## config.mk

```make
export PLATFORM = sky130hd
export DESIGN_NAME = pipeline_sequencer
export DESIGN_NICKNAME = d
export VERILOG_FILES = /design/src/rtl/pipeline_sequencer.sv
export SDC_FILE = /design/constraint.sdc
export NUM_CORES = 1
export LEC_CHECK = 0
export CAP_MARGIN = 15
export CORE_MARGIN = 3
export CORE_UTILIZATION = 55
export DETAILED_ROUTE_END_ITERATION = 8
export GPL_ROUTABILITY_DRIVEN = 0
export PLACE_DENSITY = 0.83
export SYNTH_ARGS = -nofsm -noshare
export SYNTH_HDL_FRONTEND = slang
export SYNTH_SLANG_ARGS = --single-unit
```

## constraint.sdc

```tcl
create_clock -name i_clock -period 6.2 [get_ports i_clock]
set_input_delay 1.86 -clock i_clock [delete_from_list [all_inputs] [get_ports i_clock]]
set_output_delay 1.86 -clock i_clock [all_outputs]
set_load 0.02 [all_outputs]
```

## src/rtl/pipeline_sequencer.sv

```systemverilog
// Run/step/halt sequencer: owns the global pipeline enable, accepts debug-unit
// commands over valid/ready, drains the pipeline after HALT and counts enabled cycles.
module pipeline_sequencer #(
  parameter int unsigned NB_CYCLES    = 32,
  parameter int unsigned DRAIN_CYCLES = 4
) (
  input  logic                 i_clock,
  input  logic                 i_reset,
  input  logic                 i_cmd_valid,
  input  logic [1:0]           i_cmd,
  output logic                 o_cmd_ready,
  input  logic                 i_halt_detected,
  output logic                 o_pipe_enable,
  output logic                 o_pipe_flush,
  output logic                 o_busy,
  output logic                 o_done,
  output logic [NB_CYCLES-1:0] o_cycle_count,
  output logic [2:0]           o_state
);

  typedef enum logic [2:0] {
    ST_IDLE  = 3'd0,
    ST_RUN   = 3'd1,
    ST_STEP  = 3'd2,
    ST_DRAIN = 3'd3,
    ST_DONE  = 3'd4,
    ST_CLEAR = 3'd5
  } state_t;

  typedef enum logic [1:0] {
    CMD_NOP   = 2'b00,
    CMD_RUN   = 2'b01,
    CMD_STEP  = 2'b10,
    CMD_CLEAR = 2'b11
  } cmd_t;

  // Counter is loaded on the HALT edge, so one less than the drain length.
  localparam logic [3:0] DRAIN_LOAD = 4'(DRAIN_CYCLES - 1);

  state_t               state_q, state_d;
  logic [3:0]           drain_q, drain_d;
  logic [NB_CYCLES-1:0] cycle_q;
  cmd_t                 cmd;

  assign cmd = cmd_t'(i_cmd);

  always_ff @(posedge i_clock or negedge i_reset) begin
    if (!i_reset) begin
      state_q <= ST_IDLE;
      drain_q <= '0;
    end else begin
      state_q <= state_d;
      drain_q <= drain_d;
    end
  end

  always_comb begin
    state_d = state_q;
    drain_d = drain_q;
    case (state_q)
      ST_IDLE: begin
        if (i_cmd_valid) begin
          case (cmd)
            CMD_RUN:   state_d = ST_RUN;
            CMD_STEP:  state_d = ST_STEP;
            CMD_CLEAR: state_d = ST_CLEAR;
            CMD_NOP:   state_d = ST_IDLE;
          endcase
        end
      end
      ST_RUN: begin
        if (i_halt_detected) begin
          state_d = ST_DRAIN;
          drain_d = DRAIN_LOAD;
        end
      end
      ST_STEP: begin
        if (i_halt_detected) begin
          state_d = ST_DRAIN;
          drain_d = DRAIN_LOAD;
        end else begin
          state_d = ST_IDLE;
        end
      end
      ST_DRAIN: begin
        if (drain_q != 4'd0) drain_d = drain_q - 4'd1;
        else                 state_d = ST_DONE;
      end
      ST_DONE: begin
        // Non-CLEAR commands complete their handshake and are discarded.
        if (i_cmd_valid && cmd == CMD_CLEAR) state_d = ST_CLEAR;
      end
      ST_CLEAR: begin
        state_d = ST_IDLE;
        drain_d = '0;
      end
      default: begin
        state_d = ST_IDLE;
        drain_d = '0;
      end
    endcase
  end

  always_comb begin
    o_cmd_ready   = 1'b0;
    o_pipe_enable = 1'b0;
    o_pipe_flush  = 1'b0;
    o_busy        = 1'b0;
    o_done        = 1'b0;
    case (state_q)
      ST_IDLE:  o_cmd_ready = 1'b1;
      ST_RUN, ST_STEP, ST_DRAIN: begin
        o_pipe_enable = 1'b1;
        o_busy        = 1'b1;
      end
      ST_DONE: begin
        o_cmd_ready = 1'b1;
        o_done      = 1'b1;
      end
      ST_CLEAR: o_pipe_flush = 1'b1;
      default:  o_cmd_ready = 1'b1;
    endcase
  end

  always_ff @(posedge i_clock or negedge i_reset) begin
    if (!i_reset) begin
      cycle_q <= '0;
    end else if (state_q == ST_CLEAR) begin
      cycle_q <= '0;
    end else if (o_pipe_enable && cycle_q != '1) begin
      cycle_q <= cycle_q + NB_CYCLES'(1);
    end
  end

  assign o_cycle_count = cycle_q;
  assign o_state       = state_q;

endmodule

```

==> Word level (Yosys, flattened, before mapping) <==
Index checks and enable logic that the tools add are counted.
{ "op_classes": {"add_sub_neg": 2, "n_eq_ne": 15, "mux": 16, "bitwise_logic": 1, "n_reduce_logical": 12} }
{ "ops": {"columns": ["cell", "count"], "rows": [
  ["$mux W32", 2],
  ["$add A32 B1 Y32 const B", 1],
  ["$ne A32 B32 Y1 const B", 1],
  ["$pmux W3 S5", 1],
  ["$mux W3", 4],
  ["$pmux W3 S4", 1],
  ["$pmux W4 S3", 1],
  ["$ne A2 B2 Y1 const B", 5],
  ["$mux W4", 2],
  ["$eq A3 B2 Y1 const B", 2],
  ["$eq A3 B3 Y1 const B", 2],
  ["$eq A2 B2 Y1 const B", 2],
  ["$mux W1", 4],
  ["$reduce_and A4 Y1", 1],
  ["$reduce_bool A4 Y1", 1],
  ["$reduce_or A2 Y1", 2],
  ["$reduce_or A4 Y1", 1],
  ["$sub A4 B1 Y4 const B", 1],
  ["$eq A3 B1 Y1 const B", 1],
  ["$logic_not A3 Y1", 1],
  ["$reduce_and A3 Y1", 1],
  ["$reduce_or A3 Y1", 1],
  ["$eq A2 B1 Y1 const B", 1],
  ["$logic_and A1 B1 Y1", 2],
  ["5 further kinds", 5]
]} }
{ "word_totals": {"register_bits": 39, "inputBits": 6, "out_inout_bits": 40, "wordCells": 49} }

==> Longest topological paths before layout <==
Gate-level depths: netlist of run 1.
{ "logic_depth": {"word_depth": 6, "ltp_mapped": 8, "depth_no_buf": 7} }

==> Worst setup path before layout of run 1 <==
OpenSTA, ideal clock, no wires.
{ "synth_timing": {"path_kind": "register to output", "from": "register state_q[2], in the netlist o_state[2]", "to": "output o_pipe_enable", "arrival_time_ps": 1635, "required_ps": 4340, "slack_ps": 2705, "path_stages_with_launch": 7, "path_buffers": 4, "path_cell_list": "dfrtp_1 > clkbuf_1 > or2_2 > clkinv_1 > buf_6 > buf_2 > buf_4"} }
{ "synth_via": {"elab_chain_len": 3, "elab_cells_between_ends": 5, "classes_between": "eq/ne (3); mux (1); reduce/logical (1)"} }
{ "synth_lines": {"columns": ["item", "line_no", "rtl"], "rows": [
  ["from (decl)", "40", "state_t state_q, state_d;"],
  ["from (signal assigned)", "52", "state_q <= state_d;"],
  ["$eq A3 B1 Y1 / $eq A3 B2 Y1 (equally long branches)", null, null],
  ["$reduce_or A3 Y1 (*)", null, null],
  ["$mux W1 (*)", null, null],
  ["to (decl)", "13", "output logic o_pipe_enable,"]
]} }
Mark *: on every way between the ends. The rest lies on a longest branch, timed or not.

==> Final worst setup path of run 1 <==
{ "layout_timing": {"from": "register state_q[0], in the netlist o_state[0]", "to": "output o_cmd_ready"} }
{ "layout_via": {"elab_chain_len": 3, "elab_cells_between_ends": 6, "classes_between": "eq/ne (4); mux (1); reduce/logical (1)"} }
{ "layout_lines": {"columns": ["item", "line_no", "rtl"], "rows": [
  ["$eq A3 B3 Y1 (tied with other cells)", "110", "case (state_q)"],
  ["$reduce_or A4 Y1 (no source line) (*)", null, null],
  ["$mux W1 (*)", "110", null],
  ["to (decl)", "11", "output logic o_cmd_ready,"]
]} }
Marked as above.

==> impl_metrics.prom, run 1 <==
# TYPE chip_impl_metric gauge
chip_impl_metric{name="finClkSkew",unit="ns"} 0.0115
chip_impl_info{name="element_type_at_the_critical_path_start",value="flip-flop"} 1
chip_impl_metric{name="worst_hold_path.num_cells",unit=""} 1
chip_impl_metric{name="max-cap-violations",unit=""} 0
chip_impl_metric{name="reg2reg_depth",unit=""} 6
chip_impl_metric{name="synth_cells",unit=""} 277
chip_impl_metric{name="worst_ep_arrival_time",unit="ns"} 2.63
chip_impl_metric{name="num_rows",unit=""} 24
chip_impl_info{name="yosys.area.top_type",value="sky130_fd_sc_hd__dfrtp_1"} 1
chip_impl_metric{name="dpl.hpwl",unit="µm"} 4290
chip_impl_metric{name="number_of_distinct_library_cell_variants_in_the_gate_level_netlist_after_synthesis",unit=""} 56
chip_impl_metric{name="timing.setup.tns",unit="ns"} 0
chip_impl_metric{name="finalMaxSlewViolations",unit=""} 0
chip_impl_metric{name="utilization",unit="%"} 68.8
chip_impl_metric{name="worst_ir_drop_vdd",unit="mV"} 0.252
chip_impl_metric{name="route.final.wire_length",unit="µm"} 6270
chip_impl_metric{name="post-cts-setup-buffer-count",unit=""} 0
chip_impl_metric{name="netlist_area_before_placement",unit="µm²"} 2530
chip_impl_metric{name="clock_latency",unit="ns"} 0.29
chip_impl_metric{name="cts_htree_levels",unit=""} 2
chip_impl_info{name="critPathCaptureType",value="output port"} 1
chip_impl_metric{name="worst_slew_margin_rel",unit="%"} 42.3
chip_impl_metric{name="post_route_clock_period_utilization",unit="%"} 72.4
chip_impl_metric{name="portion_of_the_post_synthesis_area_used_by_sequential_elements",unit="%"} 38.5
chip_impl_metric{name="fp.coreArea",unit="µm²"} 4410
chip_impl_info{name="hold_crit_path_type",value="flip-flop to flip-flop"} 1
chip_impl_metric{name="syn2layout_area_growth",unit="%"} 19.9
chip_impl_metric{name="post_cts_resize_count",unit=""} 0
chip_impl_info{name="clock-root-buffer",value="sky130_fd_sc_hd__clkbuf_8"} 1
chip_impl_metric{name="boundaryPins",unit=""} 46
chip_impl_info{name="outcome",value="finished clean"} 1
chip_impl_metric{name="worst_pin_slew",unit="ns"} 0.865
chip_impl_info{name="ys_top_cells_by_area",value="sky130_fd_sc_hd__dfrtp_1, sky130_fd_sc_hd__o21ai_0, sky130_fd_sc_hd__nand4_1, sky130_fd_sc_hd__o311ai_0, sky130_fd_sc_hd__nand2_1"} 1
chip_impl_metric{name="synth_top_area_share",unit="%"} 38.5
chip_impl_metric{name="combined_flip_flop_and_latch_cell_area",unit="µm²"} 976
chip_impl_metric{name="async_flop_share",unit="%"} 100
chip_impl_metric{name="instance_area_after_placement",unit="µm²"} 2940
chip_impl_metric{name="drt.antenna.violating_nets",unit=""} 0
chip_impl_metric{name="drive_above_1_share",unit="%"} 9.55
chip_impl_metric{name="setup_viol",unit=""} 0
chip_impl_metric{name="antennaDiodeCount",unit=""} 0
chip_impl_metric{name="grt_pass1_wl",unit="µm"} 10200
chip_impl_metric{name="via_count",unit=""} 2397
chip_impl_info{name="grt_setup_unrepaired",value="no"} 1
chip_impl_metric{name="cts-root-to-sink-buffers",unit=""} 2
chip_impl_metric{name="via_per_inst",unit=""} 6.55
chip_impl_metric{name="first_global_vias",unit=""} 2249
chip_impl_info{name="yosys_most_used_dff",value="sky130_fd_sc_hd__dfrtp_1"} 1
chip_impl_metric{name="grt_start_max_net_pins",unit=""} 40
chip_impl_metric{name="buffer_ports.inserted",unit=""} 45
chip_impl_info{name="worstSetupPathType",value="flip-flop to output port"} 1
chip_impl_metric{name="total_grt_usage",unit="%"} 23.8
chip_impl_metric{name="syn_area_per_cell",unit="µm²"} 9.14
chip_impl_metric{name="detail_route.first_pass.iterations",unit=""} 4
chip_impl_metric{name="cts_inserted_buffers",unit=""} 5
chip_impl_metric{name="nets",unit=""} 322
chip_impl_metric{name="crit_path_max_fanout",unit=""} 22
chip_impl_info{name="synthTopCellsByCount",value="sky130_fd_sc_hd__dfrtp_1, sky130_fd_sc_hd__o21ai_0, sky130_fd_sc_hd__nand4_1"} 1
chip_impl_metric{name="worst_ep_required_time",unit="ns"} 4.34
chip_impl_metric{name="pwr_density_cell",unit="nW/µm²"} 344
chip_impl_metric{name="synth.net_count",unit=""} 286
chip_impl_metric{name="synth_enable_flop_cells",unit=""} 0
chip_impl_metric{name="power.static_leakage",unit="nW"} 1.29
chip_impl_metric{name="area_of_the_multi_input_gates",unit="µm²"} 1400
chip_impl_metric{name="drt_first_iter_violations",unit=""} 173
chip_impl_metric{name="floorplan.initialDensity",unit="%"} 57.4
chip_impl_metric{name="fillers",unit=""} 367
chip_impl_metric{name="dieHeight",unit="µm"} 73.9
chip_impl_metric{name="postSynthRegisterBits",unit=""} 39
chip_impl_metric{name="detail_route.drc_violations",unit=""} 0
chip_impl_metric{name="yosysWarningCount",unit=""} 0
chip_impl_info{name="yosys.cell_count.top_type",value="sky130_fd_sc_hd__dfrtp_1"} 1
chip_impl_metric{name="total_power",unit="mW"} 1.05
chip_impl_metric{name="wl_per_cell",unit="µm"} 17.1
chip_impl_metric{name="fmaxAchievable",unit="MHz"} 223
chip_impl_metric{name="final_std_cell_area_no_fill",unit="µm²"} 3040
chip_impl_metric{name="layout_min_cycle_time",unit="ns"} 4.49
chip_impl_metric{name="die-area",unit="µm²"} 5450
chip_impl_metric{name="globalRoute.totalOverflow",unit=""} 0
chip_impl_metric{name="cts.hold.buffers_added",unit=""} 0
chip_impl_metric{name="antenna_found_initial",unit=""} 0
chip_impl_metric{name="clkTransAtPathRegs",unit="ns"} 0.07
chip_impl_metric{name="clock-sinks",unit=""} 39
chip_impl_info{name="tritoncts",value="yes"} 1
chip_impl_metric{name="endpoints_failing_hold",unit=""} 0
chip_impl_metric{name="die_w",unit="µm"} 73.9
[path summary, 6_finish.rpt]
check | startpoint | slack (ns) | to
setup / recovery | o_state[0]$_DFFE_PN0P_ | 1.71 | o_cmd_ready
max in group asynchronous | i_reset | 3.98 | o_cycle_count[21]$_DFFE_PN0P_
setup reg to reg | o_state[0]$_DFFE_PN0P_ | 3.56 | o_cycle_count[17]$_DFFE_PN0P_
hold reg to reg | drain_q[1]$_DFFE_PN0P_ | 0.51 | drain_q[1]$_DFFE_PN0P_
hold / removal | drain_q[1]$_DFFE_PN0P_ | 0.51 | drain_q[1]$_DFFE_PN0P_
min in group asynchronous | i_reset | 1.67 | o_cycle_count[6]$_DFFE_PN0P_
[stage by stage]
stage | std cells | setup WS (ns) | hold slack (ns)
floorplan | 277 | 2.71 | 0.473
finish | 366 | 1.71 | 0.515
CTS | 366 | 1.76 | 0.524
global route | 366 | 1.60 | 0.553
detailed placement | 358 | 2.09 | 0.506
global placement | 358 | 2.13 | 0.501
[layout make-up]
class,instances,area share (%)
Inverter,12,1.48
Tap cell,52,2.14
Multi-Input combinational cell,209,46.0
Clock buffer,8,3.30
Timing Repair Buffer,46,14.9
Sequential cell,39,32.1
[logic make-up after synthesis]
kind of cell               after synthesis  synth area share, %
adders and majority gates                3                 1.48
xor gates and xnor gates                 2                0.692
AOI/OAI and AO/OA                       93                 24.9
DFF                                     39                 38.5
buffers and inverters                   29                 6.27
and+or+nand+nor                        111                 28.1
[placed cells by master, fill, tap and decap left out, types with 3 or more instances in the layout]
| master | count |
|---|---|
| sky130_fd_sc_hd__inv_1 | 11 |
| sky130_fd_sc_hd__ha_1 | 3 |
| sky130_fd_sc_hd__nor3_1 | 6 |
| sky130_fd_sc_hd__nand2_1 | 18 |
| sky130_fd_sc_hd__o31ai_1 | 9 |
| sky130_fd_sc_hd__a21oi_1 | 12 |
| sky130_fd_sc_hd__nor2_1 | 17 |
| sky130_fd_sc_hd__o21ai_0 | 28 |
| sky130_fd_sc_hd__dfrtp_1 | 39 |
| sky130_fd_sc_hd__nand3_1 | 11 |
| sky130_fd_sc_hd__o211ai_1 | 3 |
| sky130_fd_sc_hd__nor4_4 | 3 |
| sky130_fd_sc_hd__a211o_1 | 5 |
| sky130_fd_sc_hd__clkdlybuf4s50_1 | 44 |
| sky130_fd_sc_hd__clkbuf_8 | 7 |
| sky130_fd_sc_hd__nor4_1 | 4 |
| sky130_fd_sc_hd__a21o_1 | 5 |
| sky130_fd_sc_hd__nand4_1 | 20 |
| sky130_fd_sc_hd__a31oi_1 | 8 |
| sky130_fd_sc_hd__and3_1 | 6 |
| sky130_fd_sc_hd__o311ai_0 | 8 |
[state kept, by name, indices dropped and copies added (netlist names)]
register       flops
o_cycle_count     32
drain_q            4
o_state            3
[per-layer routing]
| layer | track usage, % | routed length [µm] | up-vias | share of wire [%] |
|---|---|---|---|---|
| met2 | 37.8 | 3040 | 91 | 49 |
| li1 | - | - | 1148 | - |
| met4 | 12.7 | 55 | 0 | 0.88 |
| met5 | 0 | 0 | - | 0 |
| met3 | 5.06 | 375 | 10 | 6.0 |
| met1 | 30.3 | 2800 | 1148 | 45 |
[report_power, final]
| group | total, mW | internal (mW) | leakage, nW | switching, mW |
|---|---|---|---|---|
| Combinational | 0.510 | 0.185 | 0.703 | 0.325 |
| Sequential | 0.345 | 0.288 | 0.531 | 0.0575 |
| Clock | 0.190 | 0.102 | 0.0515 | 0.0889 |
| Total | 1.05 | 0.574 | 1.29 | 0.471 |
[worst max-delay path, cell delays in order, from the launching register on]
cell and delay (ns):
sky130_fd_sc_hd__dfrtp_1 0.51, sky130_fd_sc_hd__nor2_1 0.36, sky130_fd_sc_hd__a21oi_1 0.13, sky130_fd_sc_hd__inv_1 0.59, sky130_fd_sc_hd__clkdlybuf4s50_1 0.74
No activity file was read; power rests on OpenSTA's default activity.
==> run 2: changes to the inputs <==
--- a/config.mk
+++ b/config.mk
@@ -7,10 +7,10 @@
 export LEC_CHECK = 0
 export CAP_MARGIN = 15
 export CORE_MARGIN = 3
-export CORE_UTILIZATION = 55
+export CORE_UTILIZATION = 53
 export DETAILED_ROUTE_END_ITERATION = 8
 export GPL_ROUTABILITY_DRIVEN = 0
-export PLACE_DENSITY = 0.83
+export PLACE_DENSITY = 0.81
 export SYNTH_ARGS = -nofsm -noshare
 export SYNTH_HDL_FRONTEND = slang
 export SYNTH_SLANG_ARGS = --single-unit
==> constraint.sdc (replaced) <==
create_clock -name i_clock -period 4.2 [get_ports i_clock]
set_input_delay 1.26 -clock i_clock [delete_from_list [all_inputs] [get_ports i_clock]]
set_output_delay 1.26 -clock i_clock [all_outputs]
set_load 0.02 [all_outputs]
==> impl_metrics.prom, run 2 (synthesized netlist as in run 1, its figures left out) <==
# TYPE chip_impl_metric gauge
chip_impl_metric{name="total_power",unit="mW"} 1.66
chip_impl_metric{name="wl_per_cell",unit="µm"} 18.3
chip_impl_metric{name="worst_pin_slew",unit="ns"} 0.892
chip_impl_metric{name="antenna_found_initial",unit=""} 0
chip_impl_metric{name="route.final.wire_length",unit="µm"} 6740
chip_impl_metric{name="max-cap-violations",unit=""} 0
chip_impl_info{name="mostFrequentLayoutCell",value="sky130_fd_sc_hd__clkdlybuf4s50_1"} 1
chip_impl_metric{name="endpoints_failing_hold",unit=""} 0
chip_impl_metric{name="first_global_vias",unit=""} 2218
chip_impl_metric{name="fp.coreArea",unit="µm²"} 4470
chip_impl_metric{name="post_cts_resize_count",unit=""} 0
chip_impl_metric{name="post_route_clock_period_utilization",unit="%"} 88.1
chip_impl_metric{name="globalRoute.totalOverflow",unit=""} 0
chip_impl_metric{name="finalNonFillerCells",unit=""} 368
chip_impl_info{name="critPathCaptureType",value="output port"} 1
chip_impl_metric{name="die-area",unit="µm²"} 5640
chip_impl_metric{name="grt_pass1_wl",unit="µm"} 10700
chip_impl_metric{name="pwr_density_cell",unit="nW/µm²"} 538
chip_impl_metric{name="floorplan.initialDensity",unit="%"} 56.6
chip_impl_metric{name="finalMaxSlewViolations",unit=""} 0
chip_impl_metric{name="via_count",unit=""} 2460
chip_impl_metric{name="clock-sinks",unit=""} 39
chip_impl_metric{name="dieHeight",unit="µm"} 75.1
chip_impl_info{name="grt_setup_unrepaired",value="no"} 1
chip_impl_metric{name="num_rows",unit=""} 24
chip_impl_metric{name="boundaryPins",unit=""} 46
chip_impl_metric{name="power.static_leakage",unit="nW"} 1.31
chip_impl_metric{name="detail_route.drc_violations",unit=""} 0
chip_impl_metric{name="crit_path_max_fanout",unit=""} 21
chip_impl_metric{name="instance_area_after_placement",unit="µm²"} 2950
chip_impl_metric{name="cts_inserted_buffers",unit=""} 5
chip_impl_metric{name="worst_ir_drop_vdd",unit="mV"} 0.328
chip_impl_metric{name="hold_ws",unit="ns"} 0.516
chip_impl_metric{name="final_std_cell_area_no_fill",unit="µm²"} 3090
chip_impl_info{name="outcome",value="finished clean"} 1
chip_impl_metric{name="layout_min_cycle_time",unit="ns"} 3.70
chip_impl_metric{name="worst_ep_arrival_time",unit="ns"} 2.44
chip_impl_metric{name="drive_above_1_share",unit="%"} 10.4
chip_impl_metric{name="total_grt_usage",unit="%"} 24.4
chip_impl_info{name="commonest_cells_after_routing_fill_and_taps_aside",value="sky130_fd_sc_hd__clkdlybuf4s50_1, sky130_fd_sc_hd__dfrtp_1, sky130_fd_sc_hd__o21ai_0"} 1
chip_impl_metric{name="via_per_inst",unit=""} 6.68
chip_impl_info{name="clock-root-buffer",value="sky130_fd_sc_hd__clkbuf_8"} 1
chip_impl_info{name="element_type_at_the_critical_path_start",value="flip-flop"} 1
chip_impl_metric{name="detail_route.first_pass.iterations",unit=""} 5
chip_impl_metric{name="nets",unit=""} 324
chip_impl_info{name="hold_crit_path_type",value="flip-flop to flip-flop"} 1
chip_impl_metric{name="fillers",unit=""} 345
chip_impl_metric{name="drt_first_iter_violations",unit=""} 213
chip_impl_metric{name="cts_htree_levels",unit=""} 2
chip_impl_metric{name="cts-root-to-sink-buffers",unit=""} 2
chip_impl_metric{name="worst_slew_margin_rel",unit="%"} 40.5
chip_impl_info{name="worstSetupPathType",value="flip-flop to output port"} 1
chip_impl_metric{name="dpl.hpwl",unit="µm"} 4360
chip_impl_metric{name="antennaDiodeCount",unit=""} 0
chip_impl_metric{name="cts.hold.buffers_added",unit=""} 0
chip_impl_metric{name="syn2layout_area_growth",unit="%"} 21.9
chip_impl_metric{name="grt_start_max_net_pins",unit=""} 40
chip_impl_metric{name="worst_ep_required_time",unit="ns"} 2.94
chip_impl_info{name="tritoncts",value="yes"} 1
chip_impl_metric{name="fmaxAchievable",unit="MHz"} 270
chip_impl_metric{name="buffer_ports.inserted",unit=""} 45
chip_impl_metric{name="setup_viol",unit=""} 0
chip_impl_metric{name="finClkSkew",unit="ns"} 0.0117
chip_impl_metric{name="dpl.cell_count",unit=""} 360
chip_impl_metric{name="post-cts-setup-buffer-count",unit=""} 0
chip_impl_metric{name="die_w",unit="µm"} 75.1
chip_impl_metric{name="largest_reg_flops",unit=""} 32
chip_impl_metric{name="clock_latency",unit="ns"} 0.30
chip_impl_metric{name="clkTransAtPathRegs",unit="ns"} 0.07
chip_impl_metric{name="timing.setup.tns",unit="ns"} 0
chip_impl_metric{name="drt.antenna.violating_nets",unit=""} 0
==> run 2: worst paths after layout <==
kind / start / to / slack [ns] / depth (start not counted)
max: o_state[0]$_DFFE_PN0P_ / o_pipe_enable / 0.50 / 4
min: drain_q[1]$_DFFE_PN0P_ / drain_q[1]$_DFFE_PN0P_ / 0.52 / 1
max reg2reg: o_state[1]$_DFFE_PN0P_ / o_cycle_count[30]$_DFFE_PN0P_ / 1.49 / 6
min reg2reg: drain_q[1]$_DFFE_PN0P_ / drain_q[1]$_DFFE_PN0P_ / 0.52 / 1
max in group asynchronous: i_reset / o_state[0]$_DFFE_PN0P_ / 2.58 / 1
min in group asynchronous: i_reset / o_cycle_count[14]$_DFFE_PN0P_ / 1.07 / 1
==> run 2: area by class of cell <==
| cell class | count | area, µm² | share of cell area [%] |
|---|---|---|---|
| Clock inverter | 3 | 67.6 | 2.19 |
| Tap cell | 52 | 65.1 | 2.11 |
| Inverter | 12 | 45.0 | 1.46 |
| Clock buffer | 5 | 68.8 | 2.23 |
| Multi-Input combinational cell | 209 | 1400 | 45.3 |
| Sequential cell | 39 | 976 | 31.6 |
| Timing Repair Buffer | 48 | 468 | 15.2 |
==> run 2: critical path, cell delays in order (launching register included) <==
cell,delay (ns)
sky130_fd_sc_hd__dfrtp_1,0.51
sky130_fd_sc_hd__nor2_1,0.35
sky130_fd_sc_hd__or2_2,0.49
sky130_fd_sc_hd__clkinv_1,0.21
sky130_fd_sc_hd__clkdlybuf4s50_1,0.58
==> run 2: power breakdown <==
group / switching (mW) / internal (mW) / leakage, nW
clock: 0.143 / 0.237 / 0.0644
sequential: 0.0851 / 0.424 / 0.531
combinational: 0.492 / 0.281 / 0.713
==> run 2: per-stage QoR <==
step	utilization, %	worst slack, ns
floorplan	-	1.31
global placement	66.0	0.884
detailed placement	66.0	0.824
CTS	69.0	0.502
global route	69.0	0.306
finish	69.0	0.499
==> run 2: routing by layer <==
layer	GRT usage, %	routed length, µm	vias up
met2	37.9	3240	93
li1	-	-	1148
met4	9.68	140	0
met5	0	0	-
met3	5.21	351	17
met1	33.3	3010	1202
==> run 3: changes to the inputs <==
--- a/config.mk
+++ b/config.mk
@@ -7,10 +7,10 @@
 export LEC_CHECK = 0
 export CAP_MARGIN = 15
 export CORE_MARGIN = 3
-export CORE_UTILIZATION = 53
+export CORE_UTILIZATION = 48
 export DETAILED_ROUTE_END_ITERATION = 8
 export GPL_ROUTABILITY_DRIVEN = 0
-export PLACE_DENSITY = 0.81
+export PLACE_DENSITY = 0.77
 export SYNTH_ARGS = -nofsm -noshare
 export SYNTH_HDL_FRONTEND = slang
 export SYNTH_SLANG_ARGS = --single-unit
==> constraint.sdc (replaced) <==
create_clock -name i_clock -period 3.2 [get_ports i_clock]
set_input_delay 0.96 -clock i_clock [delete_from_list [all_inputs] [get_ports i_clock]]
set_output_delay 0.96 -clock i_clock [all_outputs]
set_load 0.02 [all_outputs]
==> impl_metrics.prom, run 3 (synthesized netlist as in run 1, its figures left out) <==
# TYPE chip_impl_metric gauge
chip_impl_metric{name="route.final.wire_length",unit="µm"} 6480
chip_impl_metric{name="worst_pin_slew",unit="ns"} 0.877
chip_impl_metric{name="buffer_ports.inserted",unit=""} 45
chip_impl_metric{name="clkTransAtPathRegs",unit="ns"} 0.07
chip_impl_metric{name="clock_latency",unit="ns"} 0.29
chip_impl_metric{name="die_w",unit="µm"} 78.6
chip_impl_metric{name="comb_power_share",unit="%"} 54.6
chip_impl_metric{name="nets",unit=""} 330
chip_impl_metric{name="met1_layer_usage_reported_by_global_route",unit="%"} 29.4
chip_impl_info{name="globalRoute.busiestLayer",value="met2"} 1
chip_impl_info{name="tritoncts",value="yes"} 1
chip_impl_metric{name="utilization",unit="%"} 62.9
chip_impl_metric{name="boundaryPins",unit=""} 46
chip_impl_metric{name="drt_first_iter_violations",unit=""} 164
chip_impl_metric{name="first_global_vias",unit=""} 2230
chip_impl_metric{name="timing.setup.tns",unit="ns"} 0
chip_impl_info{name="hold_crit_path_type",value="flip-flop to flip-flop"} 1
chip_impl_metric{name="via_per_inst",unit=""} 6.31
chip_impl_metric{name="finClkSkew",unit="ns"} 0.00456
chip_impl_metric{name="detail_route.drc_violations",unit=""} 0
chip_impl_metric{name="grt_start_max_net_pins",unit=""} 40
chip_impl_metric{name="antennaDiodeCount",unit=""} 0
chip_impl_info{name="critical_path.cell_chain",value="buf_4 -> a21oi_1 -> nand2_1 -> inv_1 -> clkdlybuf4s50_1"} 1
chip_impl_metric{name="post_cts_resize_count",unit=""} 0
chip_impl_metric{name="grt_pass1_wl",unit="µm"} 10700
chip_impl_metric{name="cts_inserted_buffers",unit=""} 5
chip_impl_metric{name="clock-sinks",unit=""} 39
chip_impl_info{name="mostFrequentLayoutCell",value="sky130_fd_sc_hd__clkdlybuf4s50_1"} 1
chip_impl_info{name="grt_setup_unrepaired",value="no"} 1
chip_impl_metric{name="fmaxAchievable",unit="MHz"} 351
chip_impl_metric{name="worst_ep_required_time",unit="ns"} 2.24
chip_impl_metric{name="dpl.hpwl",unit="µm"} 4500
chip_impl_metric{name="floorplan.initialDensity",unit="%"} 51.6
chip_impl_metric{name="max-cap-violations",unit=""} 0
chip_impl_info{name="element_type_at_the_critical_path_start",value="flip-flop"} 1
chip_impl_metric{name="total_grt_usage",unit="%"} 21.5
chip_impl_metric{name="pwr_density_cell",unit="nW/µm²"} 658
chip_impl_metric{name="antenna_found_initial",unit=""} 0
chip_impl_metric{name="globalRouteMet3Util",unit="%"} 3.10
chip_impl_metric{name="power.switching_fraction",unit="%"} 45.2
chip_impl_metric{name="die-area",unit="µm²"} 6180
chip_impl_metric{name="worst_path_largest_cell_delay",unit="ns"} 0.60
chip_impl_metric{name="finalMaxSlewViolations",unit=""} 0
chip_impl_metric{name="drive_above_1_share",unit="%"} 11.3
chip_impl_metric{name="wl_per_cell",unit="µm"} 16.7
chip_impl_info{name="commonest_cells_after_routing_fill_and_taps_aside",value="sky130_fd_sc_hd__clkdlybuf4s50_1, sky130_fd_sc_hd__dfrtp_1, sky130_fd_sc_hd__o21ai_0"} 1
chip_impl_metric{name="worst_ep_arrival_time",unit="ns"} 1.89
chip_impl_info{name="critPathCaptureType",value="output port"} 1
chip_impl_info{name="worstSetupPathType",value="flip-flop to output port"} 1
chip_impl_metric{name="post_route_clock_period_utilization",unit="%"} 89.0
chip_impl_metric{name="dieHeight",unit="µm"} 78.6
chip_impl_metric{name="setup_viol",unit=""} 0
chip_impl_metric{name="fillers",unit=""} 420
chip_impl_metric{name="sequentialPowerShare",unit="%"} 30.4
chip_impl_metric{name="cts.hold.buffers_added",unit=""} 0
chip_impl_metric{name="hold_ws",unit="ns"} 0.535
chip_impl_metric{name="layout_min_cycle_time",unit="ns"} 2.85
chip_impl_metric{name="cts_htree_levels",unit=""} 2
chip_impl_metric{name="internal-power",unit="mW"} 1.11
chip_impl_metric{name="syn2layout_area_growth",unit="%"} 21.9
chip_impl_info{name="critical_path.slowest_cell",value="sky130_fd_sc_hd__clkdlybuf4s50_1"} 1
chip_impl_info{name="clock-root-buffer",value="sky130_fd_sc_hd__clkbuf_8"} 1
chip_impl_metric{name="switching_power_of_the_nets",unit="mW"} 0.918
chip_impl_metric{name="crit_path_max_fanout",unit=""} 13
chip_impl_metric{name="detail_route.first_pass.iterations",unit=""} 5
chip_impl_info{name="outcome",value="finished clean"} 1
chip_impl_metric{name="fp.coreArea",unit="µm²"} 4910
chip_impl_metric{name="total_power",unit="mW"} 2.03
chip_impl_metric{name="post-cts-setup-buffer-count",unit=""} 0
chip_impl_metric{name="worst_slew_margin_rel",unit="%"} 41.5
chip_impl_metric{name="pwr-share-clk",unit="%"} 15.0
chip_impl_metric{name="globalRouteMet2Util",unit="%"} 33.6
chip_impl_metric{name="worst_ir_drop_vdd",unit="mV"} 0.376
chip_impl_metric{name="num_rows",unit=""} 25
chip_impl_metric{name="cts-root-to-sink-buffers",unit=""} 2
chip_impl_metric{name="via_count",unit=""} 2442
chip_impl_metric{name="power.static_leakage",unit="nW"} 1.31
chip_impl_metric{name="endpoints_failing_hold",unit=""} 0
chip_impl_metric{name="globalRoute.totalOverflow",unit=""} 0
chip_impl_metric{name="largest_reg_flops",unit=""} 32
chip_impl_metric{name="drt.antenna.violating_nets",unit=""} 0
[run 3: critical path: cells and delay by family (launching register included)]
kind	cells	cell delay (ns)
DFF	1	0.37
buffers and inverters	3	0.85
and+or+nand+nor	1	0.13
AOI/OAI and AO/OA	1	0.26
[run 3: cell type report]
cell class	count	area [µm²]	area share [%]
well taps	67	83.8	2.71
clock buffers	6	72.6	2.35
inverters	12	45.0	1.46
flip-flops and latches	39	976	31.6
multi-input cells	209	1400	45.3
repair buffers	54	513	16.6
[run 3: metrics by stage]
| stage | cells | worst slack [ns] | instance area, µm² |
|---|---|---|---|
| 2_1_floorplan | 277 | 0.605 | 2530 |
| 3_3_place_gp | 381 | 0.681 | 3020 |
| 3_5_place_dp | 381 | 0.654 | 3020 |
| 4_1_cts | 387 | 0.333 | 3090 |
| 5_1_grt | 387 | 0.230 | 3090 |
| 6_report | 387 | 0.354 | 3090 |
[run 3: worst paths after layout]
| path | depth (start not counted) | to | start | slack (ns) |
|---|---|---|---|---|
| min in group asynchronous | 1 | o_cycle_count[23]$_DFFE_PN0P_ | i_reset | 0.79 |
| worst max register to register | 7 | o_cycle_count[3]$_DFFE_PN0P_ | o_cycle_count[0]$_DFFE_PN0P_ | 0.78 |
| worst min register to register | 1 | drain_q[1]$_DFFE_PN0P_ | drain_q[1]$_DFFE_PN0P_ | 0.54 |
| worst max-delay path | 5 | o_pipe_flush | o_state[1]$_DFFE_PN0P_ | 0.35 |
| worst min-delay path | 1 | drain_q[1]$_DFFE_PN0P_ | drain_q[1]$_DFFE_PN0P_ | 0.54 |
| max in group asynchronous | 1 | o_cycle_count[20]$_DFFE_PN0P_ | i_reset | 1.87 |
[run 3: layer usage]
| layer | vias up | routed length, µm |
|---|---|---|
| li1 | 1160 | - |
| met1 | 1197 | 2980 |
| met2 | 75 | 3070 |
| met3 | 10 | 327 |
| met4 | 0 | 110 |
| met5 | - | 0 |
[run 3: power groups by stage]
stage,logic (mW),clock network (mW),registers [mW]
2_1_floorplan,0.696,0,0.671
3_3_place_gp,1.09,0,0.625
3_5_place_dp,1.10,0,0.625
4_1_cts,1.10,0.318,0.617
5_1_grt,1.21,0.335,0.629
6_report,1.11,0.305,0.617
